==> config.mk <==
export PLATFORM = sky130hd
export DESIGN_NAME = mem_arbiter_flat
export DESIGN_NICKNAME = d
export VERILOG_FILES = /design/src/rtl/arb_pkg.sv /design/src/rtl/mem_arbiter_if.sv /design/src/rtl/rr_pick.sv /design/src/rtl/mem_arbiter.sv /design/src/flat_wrapper.sv
export SDC_FILE = /design/constraint.sdc
export NUM_CORES = 1
export LEC_CHECK = 0
export BUFFER_PORTS_ARGS = -buffer_cell sky130_fd_sc_hd__buf_2
export CORE_AREA = 8 8 159 161
export DETAILED_ROUTE_END_ITERATION = 7
export DIE_AREA = 0 0 167 169
export SLEW_MARGIN = 20
export SYNTH_ARGS = -nofsm -noshare
export SYNTH_HDL_FRONTEND = slang
export SYNTH_SLANG_ARGS = --single-unit
==> constraint.sdc <==
create_clock -name clk -period 6.55 [get_ports clk]
set_input_delay 0.3275 -clock clk [delete_from_list [all_inputs] [get_ports clk]]
set_output_delay 0.3275 -clock clk [all_outputs]
set_load 0.1 [all_outputs]
==> src/rtl/arb_pkg.sv <==
// Shared types and helpers for mem_arbiter: FSM state, timeout length, round-robin search.
package arb_pkg;

  localparam int unsigned MAX_REQ     = 16;
  localparam int unsigned IDX_MAX_W   = 4;
  localparam int unsigned TIMEOUT_CYC = 1024;
  localparam int unsigned TMO_W       = 16;

  typedef enum logic [1:0] {
    S_IDLE  = 2'd0,
    S_ISSUE = 2'd1,
    S_WAIT  = 2'd2,
    S_DONE  = 2'd3
  } arb_state_e;

  // First set bit of req searching from last+1 upward, wrapping at n; returns last if none set.
  function automatic logic [IDX_MAX_W-1:0] next_grant(input logic [MAX_REQ-1:0] req,
                                                      input logic [IDX_MAX_W-1:0] last,
                                                      input int unsigned n);
    logic [IDX_MAX_W-1:0] idx;
    int unsigned          cand;
    idx = last;
    // Walk offsets n..1 so the smallest offset is written last and wins.
    for (int unsigned k = 0; k < n; k++) begin
      cand = (32'(last) + n - k) % n;
      if (req[cand[IDX_MAX_W-1:0]]) idx = cand[IDX_MAX_W-1:0];
    end
    return idx;
  endfunction

endpackage

==> src/rtl/mem_arbiter_if.sv <==
// Requester-array and shared-memory signal bundle around mem_arbiter.
interface mem_arbiter_if #(
  parameter int unsigned NUM_REQ = 4,
  parameter int unsigned ADDR_W  = 32,
  parameter int unsigned DATA_W  = 32
);

  logic [NUM_REQ-1:0] req_ce_i;
  logic [NUM_REQ-1:0] req_we_i;
  logic [ADDR_W-1:0]  req_addr_i  [NUM_REQ];
  logic [3:0]         req_width_i [NUM_REQ];
  logic [DATA_W-1:0]  req_data_i  [NUM_REQ];
  logic [NUM_REQ-1:0] req_ready_o;
  logic [DATA_W-1:0]  req_data_o;
  logic [NUM_REQ-1:0] grant_o;

  logic               mem_ce_o;
  logic               mem_we_o;
  logic [ADDR_W-1:0]  mem_addr_o;
  logic [3:0]         mem_width_o;
  logic [DATA_W-1:0]  mem_data_o;
  logic [DATA_W-1:0]  mem_data_i;
  logic               mem_ready_i;

  modport master (
    input  req_ce_i, req_we_i, req_addr_i, req_width_i, req_data_i,
    input  mem_data_i, mem_ready_i,
    output req_ready_o, req_data_o, grant_o,
    output mem_ce_o, mem_we_o, mem_addr_o, mem_width_o, mem_data_o
  );

  modport slave (
    output req_ce_i, req_we_i, req_addr_i, req_width_i, req_data_i,
    output mem_data_i, mem_ready_i,
    input  req_ready_o, req_data_o, grant_o,
    input  mem_ce_o, mem_we_o, mem_addr_o, mem_width_o, mem_data_o
  );

endinterface

==> src/rtl/rr_pick.sv <==
// Combinational round-robin picker: next requester after 'last', as index and one-hot.
module rr_pick
  import arb_pkg::*;
#(
  parameter  int unsigned NUM_REQ = 4,
  localparam int unsigned IDX_W   = $clog2(NUM_REQ)
) (
  input  logic [NUM_REQ-1:0] req,
  input  logic [IDX_W-1:0]   last,
  output logic               valid,
  output logic [IDX_W-1:0]   idx,
  output logic [NUM_REQ-1:0] onehot
);

  logic [MAX_REQ-1:0]   req_pad;
  logic [IDX_MAX_W-1:0] pick;

  always_comb begin
    req_pad                = '0;
    req_pad[NUM_REQ-1:0]   = req;
    pick                   = next_grant(req_pad, IDX_MAX_W'(last), NUM_REQ);
    valid                  = |req;
    idx                    = IDX_W'(pick);
    onehot                 = valid ? (NUM_REQ'(1) << idx) : '0;
  end

endmodule

==> src/rtl/mem_arbiter.sv <==
// Round-robin, non-preemptive arbiter serializing NUM_REQ request bundles onto one memory port.
// Define MEM_ARB_TIMEOUT_EN to force completion after TIMEOUT_CYC cycles and expose sticky timeout_o.
module mem_arbiter
  import arb_pkg::*;
#(
  parameter int unsigned NUM_REQ = 4,
  parameter int unsigned ADDR_W  = 32,
  parameter int unsigned DATA_W  = 32
) (
  input  logic          clk,
  input  logic          rst,
  mem_arbiter_if.master bus
`ifdef MEM_ARB_TIMEOUT_EN
  ,
  output logic          timeout_o
`endif
);

  localparam int unsigned IDX_W = $clog2(NUM_REQ);

  arb_state_e         state;
  logic [IDX_W-1:0]   last_q;
  logic [IDX_W-1:0]   gnt_idx;
  logic               pick_valid;
  logic [IDX_W-1:0]   pick_idx;
  logic [NUM_REQ-1:0] pick_onehot;
`ifdef MEM_ARB_TIMEOUT_EN
  logic [TMO_W-1:0]   tmo_cnt;
`endif

  rr_pick #(.NUM_REQ(NUM_REQ)) u_pick (
    .req    (bus.req_ce_i),
    .last   (last_q),
    .valid  (pick_valid),
    .idx    (pick_idx),
    .onehot (pick_onehot)
  );

  // Grant/issue/complete sequencing; the memory bundle is frozen from grant until the next idle.
  always_ff @(posedge clk or posedge rst) begin
    if (rst) begin
      state           <= S_IDLE;
      last_q          <= IDX_W'(NUM_REQ - 1);
      gnt_idx         <= '0;
      bus.grant_o     <= '0;
      bus.req_ready_o <= '0;
      bus.req_data_o  <= '0;
      bus.mem_ce_o    <= 1'b0;
      bus.mem_we_o    <= 1'b0;
      bus.mem_addr_o  <= '0;
      bus.mem_width_o <= '0;
      bus.mem_data_o  <= '0;
`ifdef MEM_ARB_TIMEOUT_EN
      tmo_cnt         <= '0;
      timeout_o       <= 1'b0;
`endif
    end else begin
      case (state)
        S_IDLE: begin
          if (pick_valid) begin
            gnt_idx         <= pick_idx;
            bus.grant_o     <= pick_onehot;
            bus.mem_ce_o    <= 1'b1;
            bus.mem_we_o    <= bus.req_we_i[pick_idx];
            bus.mem_addr_o  <= ADDR_W'(bus.req_addr_i[pick_idx]);
            bus.mem_width_o <= bus.req_width_i[pick_idx];
            bus.mem_data_o  <= DATA_W'(bus.req_data_i[pick_idx]);
`ifdef MEM_ARB_TIMEOUT_EN
            tmo_cnt         <= '0;
`endif
            state           <= S_ISSUE;
          end
        end

        // A ready already present in the issue cycle completes just like one in the wait state.
        S_ISSUE, S_WAIT: begin
          if (bus.mem_ready_i) begin
            bus.mem_ce_o    <= 1'b0;
            bus.req_data_o  <= DATA_W'(bus.mem_data_i);
            bus.req_ready_o <= bus.grant_o;
            last_q          <= gnt_idx;
            state           <= S_DONE;
          end
`ifdef MEM_ARB_TIMEOUT_EN
          else if (tmo_cnt == TMO_W'(TIMEOUT_CYC - 1)) begin
            bus.mem_ce_o    <= 1'b0;
            bus.req_data_o  <= '0;
            bus.req_ready_o <= bus.grant_o;
            last_q          <= gnt_idx;
            timeout_o       <= 1'b1;
            state           <= S_DONE;
          end
`endif
          else begin
`ifdef MEM_ARB_TIMEOUT_EN
            tmo_cnt         <= tmo_cnt + TMO_W'(1);
`endif
            state           <= S_WAIT;
          end
        end

        S_DONE: begin
          bus.req_ready_o <= '0;
          bus.grant_o     <= '0;
          state           <= S_IDLE;
        end

        default: state <= S_IDLE;
      endcase
    end
  end

endmodule

==> src/flat_wrapper.sv <==
// flat-port wrapper written by rule: the top's interface ports become plain ports
module mem_arbiter_flat import arb_pkg::*;
#(
  parameter int unsigned NUM_REQ = 4,
  parameter int unsigned ADDR_W  = 32,
  parameter int unsigned DATA_W  = 32
)
  (clk, rst, bus_req_ce_i, bus_req_we_i, bus_req_addr_i, bus_req_width_i, bus_req_data_i, bus_mem_data_i, bus_mem_ready_i, bus_req_ready_o, bus_req_data_o, bus_grant_o, bus_mem_ce_o, bus_mem_we_o, bus_mem_addr_o, bus_mem_width_o, bus_mem_data_o);
  mem_arbiter_if #(.NUM_REQ(NUM_REQ), .ADDR_W(ADDR_W), .DATA_W(DATA_W)) bus_i ();
  input  logic clk;
  input  logic rst;
  input wire logic [$bits(bus_i.req_ce_i)-1:0] bus_req_ce_i;
  input wire logic [$bits(bus_i.req_we_i)-1:0] bus_req_we_i;
  input wire logic [$bits(bus_i.req_addr_i)-1:0] bus_req_addr_i;
  input wire logic [$bits(bus_i.req_width_i)-1:0] bus_req_width_i;
  input wire logic [$bits(bus_i.req_data_i)-1:0] bus_req_data_i;
  input wire logic [$bits(bus_i.mem_data_i)-1:0] bus_mem_data_i;
  input wire logic [$bits(bus_i.mem_ready_i)-1:0] bus_mem_ready_i;
  output wire logic [$bits(bus_i.req_ready_o)-1:0] bus_req_ready_o;
  output wire logic [$bits(bus_i.req_data_o)-1:0] bus_req_data_o;
  output wire logic [$bits(bus_i.grant_o)-1:0] bus_grant_o;
  output wire logic [$bits(bus_i.mem_ce_o)-1:0] bus_mem_ce_o;
  output wire logic [$bits(bus_i.mem_we_o)-1:0] bus_mem_we_o;
  output wire logic [$bits(bus_i.mem_addr_o)-1:0] bus_mem_addr_o;
  output wire logic [$bits(bus_i.mem_width_o)-1:0] bus_mem_width_o;
  output wire logic [$bits(bus_i.mem_data_o)-1:0] bus_mem_data_o;
  assign bus_i.req_ce_i = bus_req_ce_i;
  assign bus_i.req_we_i = bus_req_we_i;
  assign bus_i.req_addr_i = {>>{bus_req_addr_i}};
  assign bus_i.req_width_i = {>>{bus_req_width_i}};
  assign bus_i.req_data_i = {>>{bus_req_data_i}};
  assign bus_i.mem_data_i = bus_mem_data_i;
  assign bus_i.mem_ready_i = bus_mem_ready_i;
  assign bus_req_ready_o = bus_i.req_ready_o;
  assign bus_req_data_o = bus_i.req_data_o;
  assign bus_grant_o = bus_i.grant_o;
  assign bus_mem_ce_o = bus_i.mem_ce_o;
  assign bus_mem_we_o = bus_i.mem_we_o;
  assign bus_mem_addr_o = bus_i.mem_addr_o;
  assign bus_mem_width_o = bus_i.mem_width_o;
  assign bus_mem_data_o = bus_i.mem_data_o;
  mem_arbiter #(.NUM_REQ(NUM_REQ), .ADDR_W(ADDR_W), .DATA_W(DATA_W)) u_core (.clk(clk), .rst(rst), .bus(bus_i));
endmodule
---- After elaboration in Yosys (flattened, before gate mapping) ----
Index checks and enable logic that the tools add are counted.
storage, ports and cells
  bits of input ports ..................... 315
  register bits ........................... 116
  logic and storage cells ................. 72
operators by class
  equal/unequal tests ..................... 5
  shift operators ......................... 1
  bitwise operators ....................... 1
  add/sub/neg operators ................... 4
  reductions and logical operators ........ 11
  multiplexer cells ....................... 33
  magnitude comparators ................... 6
operators by type and width
  operator                                                                      number
  32-bit binary-select mux with 2-bit select                                    2
  32-bit two-way mux                                                            4
  2-bit by 5-bit less-than comparator with 1-bit output, second input constant  4
  4-bit two-way mux                                                             4
  4-bit case mux with 2 select lines                                            2
  1-bit binary-select mux with 2-bit select                                     5
  2-bit two-way mux                                                             5
  4-bit binary-select mux with 2-bit select                                     1
  1-bit two-way mux                                                             8
  2-bit AND reduction                                                           4
  2-bit case mux with 3 select lines                                            1
  2-bit nonzero test                                                            3
  2-bit == test, second input constant                                          2
  4-bit OR reduction                                                            1
  1-bit by 2-bit left shift with 4-bit output, first input constant             1
  2-bit subtractor, second input constant                                       2
  3-bit >= comparator, second input constant                                    1
  2-bit by 3-bit less-than comparator with 1-bit output, second input constant  1
  2-bit NOT with 3-bit output                                                   1
  3-bit AND reduction                                                           1
  2-bit by 1-bit adder with 2-bit output, second input constant                 1
  2-bit by 1-bit == test with 1-bit output, second input constant               1
  2-bit zero test                                                               1
  2-bit by 1-bit inequality test with 1-bit output, second input constant       1
  4 further kinds                                                               4

---- Logic depth before layout (Yosys ltp) ----
Gate-level depths: netlist of the first run.
  depth after elaboration ................. 11
  depth in mapped cells ................... 8
  depth with buffers taken out ............ 6

---- By module ----
From an unflattened synthesis of the first run, not the netlist that was laid out.
second synthesis, totals
  cell total of the unflattened synthesis .. 543
  area total of the unflattened synthesis .. 6,272.3 µm²
modules (own cells, without submodules)
  module       instances  cells each  area an instance (µm²)  seq. area each (µm²)
  mem_arbiter  1          521         6,129.6                 2,905.3
  rr_pick      1          22          142.6                   0.0

---- Least setup slack after synthesis of the first run ----
Ideal clock, no wire load.
  kind .................................... register to register
  from .................................... register u_core.state[0]
  to ...................................... register u_core.bus.req_data_o[10]
  required time ........................... 6,424 ps
  clock period less this slack ............ 1,890 ps
  setup slack ............................. 4,660 ps
  library setup time ...................... 126 ps
  path buffers ............................ 2
  data arrival time ....................... 1,764 ps
  cell stages (with the launch flop) ...... 7
  cell sequence ........................... dfrtp_1 > inv_1 > ha_1 > clkbuf_1 > nand2_1 > clkbuf_1 > mux2_2
between the ends
  cells in the longest elaborated chain, start to end .. 3
  elaborated cells between the ends (all ways) .. 4
  classes of those cells .................. 2 x eq/ne; 2 x reduce/logical
RTL lines
  item                                                                       RTL line              RTL
  from (decl)                                                                mem_arbiter.sv:21     arb_state_e state;
  from (signal assigned)                                                     mem_arbiter.sv:42     state <= S_IDLE;
  from (signal assigned)                                                     mem_arbiter.sv:71     state <= S_ISSUE;
  from (signal assigned)                                                     mem_arbiter.sv:82     state <= S_DONE;
  2-bit by 1-bit == test with 1-bit output or 2-bit == test (tied branches)  mem_arbiter.sv:58     case (state)
  2-bit OR reduction *                                                       mem_arbiter.sv:58
  2-bit AND reduction (no line) *                                            --
  to (signal assigned)                                                       mem_arbiter.sv:79     bus.req_data_o <= DATA_W'(bus.mem_data_i);
  to (decl)                                                                  mem_arbiter_if.sv:28  output req_ready_o, req_data_o, grant_o,
Every way passes the cells marked *; elsewhere a longest branch is shown, timed or not.
A chain may end at the register's enable or synchronous reset.

---- Worst setup path in the final report of the first run ----
  from .................................... register u_core.last_q[1]
  to ...................................... register u_core.bus.mem_data_o[0]
between the ends
  cells in the longest elaborated chain, start to end .. 11
  elaborated cells between the ends (all ways) .. 20
  classes of those cells .................. 4 x add/sub; 15 x mux; 1 x bitwise
RTL lines
  item                                                                                                      RTL line                      RTL
  from (decl)                                                                                               mem_arbiter.sv:22             logic [IDX_W-1:0] last_q;
  from (signal assigned)                                                                                    mem_arbiter.sv:43             last_q <= IDX_W'(NUM_REQ - 1);
  from (signal assigned)                                                                                    mem_arbiter.sv:81             last_q <= gnt_idx;
  2-bit by 1-bit adder with 2-bit output                                                                    arb_pkg.sv:25                 cand = (32'(last) + n - k) % n;
  2-bit by 1-bit subtractor with 2-bit output or 1-bit binary-select mux with 2-bit select (tied branches)  arb_pkg.sv:25, arb_pkg.sv:26
  1-bit binary-select mux with 2-bit select or 1-bit two-way mux (tied branches)                            arb_pkg.sv:26                 if (req[cand[IDX_MAX_W-1:0]]) idx = cand[IDX_MAX_W-1:0];
  1-bit two-way mux (not written as such) or 2-bit two-way mux (tied branches)                              arb_pkg.sv:26
  2-bit two-way mux (2 in a row)                                                                            arb_pkg.sv:26
  2-bit two-way mux *                                                                                       arb_pkg.sv:26
  2-bit NOT with 3-bit output (not written as such) *                                                       mem_arbiter.sv:67             bus.mem_data_o <= DATA_W'(bus.req_data_i[pick_idx]);
  32-bit binary-select mux with 2-bit select *                                                              mem_arbiter.sv:67
  32-bit two-way mux (not written as such) * (2 in a row)                                                   mem_arbiter.sv:67
  to (signal assigned)                                                                                      mem_arbiter.sv:67
  to (decl)                                                                                                 mem_arbiter_if.sv:29          output mem_ce_o, mem_we_o, mem_addr_o, mem_width_o, mem_data_o
Every way passes the cells marked *; elsewhere a longest branch is shown, timed or not. The select of a mux whose other input is x is not followed.

==> flow_metrics.py, run 1 <==
metrics = {
    "routing": {
        "routed_wl_um": 23700,
        "drtPass1Iterations": 4,
        "drc": 0,
        "drtAntennaViolNets": 0,
        "drt_iter0_drc": 307,
        "via_count": 5794,
        "wl_per_cell_um": 19.2,
        "via_per_inst": 4.69,
    },
    "logic_synthesis": {
        "netlist_area_sq_mm": 0.00620,
        "synthAdderAreaFrac_pct": 0.404,
        "synth_ff_type": "dfrtp_1",
        "ys_warn_count": 0,
        "syn_nets": 841,
        "synth.distinct_cells": 33,
        "syn_area_per_cell_sq_um": 11.8,
        "yosys.area_share.simple_pct": 6.16,
        "synth-compound-area-share_pct": 12.2,
        "ys_ff_latch": 116,
        "synth_top_area_cell": "dfrtp_1",
        "ys_seq_area_share_pct": 46.9,
        "synth_xor_area_share_pct": 0,
        "synth_commonest_cells": "mux2i_1 (140), dfrtp_1 (114), nand2_1 (83)",
        "synth_top_area_share_pct": 46.0,
        "synth_enable_flop_cells": 0,
        "synth.most_common_cell": "mux2i_1",
        "ys_top_cells_by_area": "dfrtp_1 (46%), mux2i_1 (23%), o221ai_1 (9.8%)",
        "syn_inst": 524,
        "async_reset_ff_share_pct": 100,
        "synth_top_family_by_area": "multiplexers",
        "muxShareOfSynthArea_pct": 28.8,
    },
    "floorplanning": {
        "fp.dieH_um": 169,
        "die-area_sq_mm": 0.0282,
        "die_x_um": 167,
        "core_area_sq_mm": 0.0229,
        "start_util_pct": 27.0,
        "ios": 425,
        "num_rows": 56,
    },
    "placed_design": {
        "io_buffers": 424,
        "gp_congestion": 0.858,
        "dp_hpwl_um": 18100,
        "dpl_worst_slack_ns": 3.77,
    },
    "global_route": {
        "track_usage_pct": 16.1,
        "grt_overflow": 0,
        "grt_pass1_vias": 6370,
        "grt_max_degree": 72,
        "antenna_found_initial": 1,
        "grt_pass1_wl_um": 35900,
    },
    "critical_path": {
        "startpoint_type": "flip-flop",
        "crit_type": "reg2reg",
        "cp_cell_sequence": "mux2i_1, o221ai_4, buf_4, buf_4, mux2i_1, o221ai_1",
        "slowest_delay_ns": 0.80,
        "crit_family": "buffers and inverters",
        "required_ns": 6.80,
        "worstPathArrival_ns": 3.05,
        "cp_slowest_cell": "buf_4",
        "end_kind": "flip-flop",
        "worst-path-buf-inv": 2,
        "critPathMaxFanout": 61,
    },
    "cells_and_area": {
        "nNetsFinal": 1249,
        "areaGrowthSynthToFinish_pct": 46.0,
        "fin_util_pct": 39.5,
        "drive_gt1_share_pct": 53.7,
        "num_antenna_cells": 0,
    },
    "timing": {
        "finalSetupViolations": 0,
        "final_max_slew_viol_count": 0,
        "max_freq_mhz": 358,
        "skew_ns": 0.0114,
        "timing.final.crit_share_pct": 42.6,
        "rsz0062_at_grt": "false",
        "fin_setup_tns_ns": 0,
        "worstMarginPinSlew_ns": 1.04,
        "finalCriticalPeriod_ns": 2.79,
        "finalHoldViolations": 0,
        "setup_slack_ns": 3.76,
        "slew_headroom_pct": 30.5,
    },
    "clocking": {
        "ctsResizeCount": 0,
        "clock-root-buffer": "clkbuf_16",
        "cts_buffers": 17,
        "post_cts.repair.setup_buffers": 0,
        "clock_path_buffers": 2,
        "clock-sinks": 116,
        "hold_buffers": 0,
        "clk_pin_slew_ns": 0.07,
        "cts_tree": "yes",
        "h-tree-depth": 4,
        "clock_latency_ns": 0.41,
    },
    "run": {
        "maxCapViolations": 0,
    },
    "hold_path": {
        "hold_class": "in2async",
    },
    "outcome": {
        "status": "finished, final reports clean",
    },
}
-- per-stage QoR --
stage                     hold WS (ns)  instance area (sq um)  cells
after CTS                       0.0736                   9040   1235
final                           0.0286                   9040   1235
after detailed placement         0.460                   8440   1203
after floorplan                  0.442                   6200    524
after global placement           0.464                   8440   1203
after global routing            0.0914                   9040   1235
-- layout by cell type (no fill, tap or decap), drive strengths merged, types with 4 or more instances in the layout --
cell,Yosys,final
nand2,83,83
mux2,34,34
clkinv,0,4
dfrtp,114,114
buf,16,432
clkbuf,27,17
o221ai,70,70
a22o,4,4
o21ai,6,6
nor2,5,5
inv,5,16
mux2i,140,140
-- metal layers --
metal / share of wire [%] / global-route usage [%]
met1: 40 / 18.2
met2: 51 / 28.3
met3: 7.8 / 5.43
met4: 1.4 / 4.90
met5: 0.055 / 0
-- final cells by class --
type,count,area (sq um)
clock buffers,17,425
clock inverters,15,179
flip-flops and latches,116,2910
inverters,5,21.3
well taps,290,363
fillers,2267,13900
repair buffers,432,2180
multi-input cells,360,2970
-- flip-flops by register name, indices dropped and copies added (netlist names) --
| register | cells |
|---|---|
| u_core.bus.grant_o | 4 |
| u_core.bus.mem_addr_o | 32 |
| u_core.bus.mem_ce_o | 1 |
| u_core.bus.mem_data_o | 32 |
| u_core.bus.mem_we_o | 1 |
| u_core.bus.mem_width_o | 4 |
| u_core.bus.req_data_o | 32 |
| u_core.bus.req_ready_o | 4 |
| u_core.gnt_idx | 2 |
| u_core.last_q | 2 |
| u_core.state | 2 |
-- worst paths after layout --
path,start,endpoint,slack [ns],cells after the start
worst max-delay path,u_core.last_q[1]$_DFFE_PP1P_,u_core.bus.mem_data_o[0]$_DFFE_PP0P_,3.76,6
worst max register to register,u_core.last_q[1]$_DFFE_PP1P_,u_core.bus.mem_data_o[0]$_DFFE_PP0P_,3.76,6
min in group clk,bus_mem_data_i[11],u_core.bus.req_data_o[11]$_DFFE_PP0P_,0.14,2
worst min-delay path,rst,u_core.bus.mem_data_o[0]$_DFFE_PP0P_,0.03,2
max in group asynchronous,rst,u_core.bus.mem_addr_o[23]$_DFFE_PP0P_,5.18,3
worst min register to register,u_core.gnt_idx[1]$_DFFE_PP0P_,u_core.gnt_idx[1]$_DFFE_PP0P_,0.47,2
-- kinds of logic (layout without fill, tap and decap cells) --
group           count (synthesis)  count (layout)
flops                         116             116
compound gates                 88              88
buf+inv                        48             469
simple gates                   96              96
fa+ha+maj                       2               2
mux                           174             174
Power of run 1 is not shown: default switching activity piles up to over one toggle a cycle in this logic, so the estimate is an artifact.
==> inputs of run 2 (changes only) <==
ABC_AREA = 1   (was not set)
CORE_AREA = not set   (was 8 8 159 161)
CORE_ASPECT_RATIO = 0.75   (was not set)
CORE_MARGIN = 8   (was not set)
CORE_UTILIZATION = 31   (was not set)
DIE_AREA = not set   (was 0 0 167 169)
clock period = 2.3 ns   (was 6.55 ns; I/O delays follow)
==> run 2 against run 1 <==
  * Sequential share of layout area down 7.3 points
  * Register-to-register slack worse by 3.6 ns
  * Maximum frequency up 28%
  * First-iteration DRC count up 85%
  * Hold slack better by 0.056 ns
  * Critical endpoint is now u_core.bus.mem_data_o[31]$_DFFE_PP0P_
  * Largest cell class unchanged
==> flow_metrics.py, run 2 <==
metrics = {
    "outcome": {
        "status": "finished, final reports clean",
    },
    "placed_design": {
        "dp_hpwl_um": 25400,
        "io_buffers": 424,
        "gp_congestion": 0.885,
        "dpl_cell_area_sq_mm": 0.0105,
        "dpl_worst_slack_ns": 0.0239,
    },
    "routing": {
        "routed_wl_um": 36100,
        "drtAntennaViolNets": 0,
        "drc": 0,
        "via_per_inst": 4.74,
        "via_count": 9874,
        "drt_iter0_drc": 567,
        "drtPass1Iterations": 5,
        "wl_per_cell_um": 17.3,
    },
    "clocking": {
        "cts_tree": "yes",
        "clock-root-buffer": "clkbuf_16",
        "h-tree-depth": 4,
        "clk_pin_slew_ns": 0.06,
        "clock-sinks": 116,
        "clock_latency_ns": 0.41,
        "cts_buffers": 17,
        "clock_path_buffers": 2,
    },
    "critical_path": {
        "worstPathArrival_ns": 2.48,
        "required_ns": 2.61,
        "cpMostUsedCell": "nand2_1",
        "cp.depth": 15,
        "r2r.worst_path.cells": 15,
        "crit_end": "u_core.bus.mem_data_o[31]$_DFFE_PP0P_",
        "crit_type": "reg2reg",
        "worst-path-buf-inv": 2,
        "slowest_delay_ns": 0.60,
        "critPathMaxFanout": 13,
        "regToRegEndpoint": "u_core.bus.mem_data_o[31]$_DFFE_PP0P_",
        "cp_cell_sequence": "buf_4, nand2_1, nand2_1, nand2_1, nand2_1, nand2_2, nand2_2, nand2_8, nand2_8, buf_6, nand2_1, nand3_1, nand2_1, nand2_1, nand2_1",
        "reg2reg_slack_ns": 0.13,
        "end_kind": "flip-flop",
        "startpoint_type": "flip-flop",
        "r2r_start": "u_core.last_q[0]$_DFFE_PP1P_",
        "cp_slowest_cell": "dfstp_2",
        "startpoint": "u_core.last_q[0]$_DFFE_PP1P_",
        "crit_family": "simple AND/OR/NAND/NOR gates",
    },
    "hold_path": {
        "hold_class": "in2reg",
    },
    "logic_synthesis": {
        "ys_warn_count": 0,
        "muxShareOfSynthArea_pct": 0,
        "synth.most_common_cell": "nand2_1",
        "yosys.area_share.simple_pct": 47.8,
        "async_reset_ff_share_pct": 100,
        "netlist_area_sq_mm": 0.00791,
        "synth_top_family_by_area": "simple AND/OR/NAND/NOR gates",
        "synth_top_area_cell": "dfrtp_1",
        "ys_top_cells_by_area": "dfrtp_1 (36%), nand2_1 (29%), nand3_1 (18%)",
        "synth-compound-area-share_pct": 1.49,
        "ys_ff_latch": 116,
        "synth_top_area_share_pct": 36.0,
        "syn_inst": 1296,
        "syn_nets": 1613,
        "synth_xor_area_share_pct": 0,
        "ys_seq_area_share_pct": 36.7,
        "synth_commonest_cells": "nand2_1 (617), nand3_1 (278), inv_1 (158)",
        "synth_enable_flop_cells": 0,
        "synth_ff_type": "dfrtp_1",
        "synth.distinct_cells": 22,
        "syn_area_per_cell_sq_um": 6.11,
        "synthAdderAreaFrac_pct": 0.316,
    },
    "global_route": {
        "met3_usage_pct": 5.74,
        "grt_use_met1_pct": 27.3,
        "grt_overflow": 0,
        "grt_use_met2_pct": 34.1,
        "busiest_layer": "met2",
        "grt_pass1_wl_um": 53800,
        "grt_max_degree": 72,
        "grt_pass1_vias": 9801,
        "antenna_found_initial": 4,
        "track_usage_pct": 21.4,
    },
    "timing": {
        "timing.final.crit_share_pct": 94.6,
        "worstMarginPinSlew_ns": 0.566,
        "rsz0062_at_grt": "true",
        "slew_headroom_pct": 62.2,
        "finalSetupViolations": 0,
        "finalHoldViolations": 0,
        "final_max_slew_viol_count": 0,
        "fin_setup_tns_ns": 0,
        "max_freq_mhz": 460,
        "setup_slack_ns": 0.125,
        "skew_ns": 0.00890,
        "hold_ws_ns": 0.0844,
        "finalCriticalPeriod_ns": 2.17,
    },
    "cells_and_area": {
        "fillers": 2651,
        "areaGrowthSynthToFinish_pct": 48.2,
        "multi_input_area_sq_mm": 0.00398,
        "drive_gt1_share_pct": 29.7,
        "finalInstanceArea_sq_mm": 0.0117,
        "layout_common_cells": "nand2_1 (617), buf_2 (424), nand3_1 (278)",
        "nNetsFinal": 2046,
        "reg_top3": "u_core.bus.mem_addr_o: 32 flops, u_core.bus.mem_data_o: 32 flops, u_core.bus.req_data_o: 32 flops",
        "final_common_cell": "nand2_1",
        "seq_area_sq_mm": 0.00291,
    },
    "floorplanning": {
        "ios": 425,
        "die_x_um": 200,
        "fp.dieH_um": 154,
        "die-area_sq_mm": 0.0310,
        "core_area_sq_mm": 0.0250,
        "start_util_pct": 31.6,
        "num_rows": 50,
    },
    "run": {
        "maxCapViolations": 0,
    },
}
-- run 2: how the worst min path moves through the flow --
| stage | cells past startpoint | slack (ns) | from | end |
|---|---|---|---|---|
| 3_3_place_gp | 2 | 0.21 | rst | u_core.bus.req_data_o[17]$_DFFE_PP0P_ |
| 6_report | 7 | 0.08 | bus_req_data_i[74] | u_core.bus.mem_data_o[10]$_DFFE_PP0P_ |
| 4_1_cts | 7 | 0.07 | bus_req_data_i[74] | u_core.bus.mem_data_o[10]$_DFFE_PP0P_ |
| 5_1_grt | 7 | 0.10 | bus_req_width_i[10] | u_core.bus.mem_width_o[2]$_DFFE_PP0P_ |
| 3_5_place_dp | 2 | 0.21 | rst | u_core.bus.req_data_o[15]$_DFFE_PP0P_ |
| 2_1_floorplan | 2 | 0.22 | bus_mem_data_i[0] | u_core.bus.req_data_o[0]$_DFFE_PP0P_ |
-- run 2: through the flow --
step / std cells / util (%)
after CTS: 2066 / 45.7
after global routing: 2082 / 46.8
final: 2083 / 46.9
after detailed placement: 2000 / 42.0
after global placement: 2000 / 42.0
after floorplan: 1296 / -
-- run 2: cells by family (layout without fill, tap and decap cells) --
group | after synthesis | after routing
AOI/OAI and AO/OA | 21 | 21
DFF | 116 | 116
other | 0 | 3
and+or+nand+nor | 907 | 907
adders and majority gates | 2 | 2
buffers and inverters | 250 | 696
-- run 2: worst reg2reg max path, cell delays in order (launching register included) --
cell and delay [ns]:
dfstp_2 0.60, buf_4 0.15, nand2_1 0.05, nand2_1 0.08, nand2_1 0.05, nand2_1 0.07, nand2_2 0.09, nand2_2 0.15
nand2_8 0.14, nand2_8 0.14, buf_6 0.23, nand2_1 0.08, nand3_1 0.08, nand2_1 0.06, nand2_1 0.05, nand2_1 0.05
-- run 2: layout make-up --
type / instances / share of cell area (%)
clock inverters: 13 / 1.07
multi-input cells: 930 / 33.9
well taps: 338 / 3.61
diodes: 3 / 0.0640
flip-flops and latches: 116 / 24.8
clock buffers: 19 / 3.86
repair buffers: 502 / 27.5
inverters: 162 / 5.24
-- run 2: repair_timing --
item | CTS | global route
hold endpoints to repair | 52 | 0
endpoints found under the setup margin | 0 | 71
hold buffers | 34 | 0
setup buffers | 0 | 7
resized for setup | 0 | 14
-- run 2: layer usage --
metal | wire length, um | part of all wire (%)
met4 | 1270 | 3.5
met5 | 23 | 0.064
met2 | 16300 | 45
met3 | 2730 | 7.6
met1 | 15700 | 44
Power of run 2 is left out for the same reason.
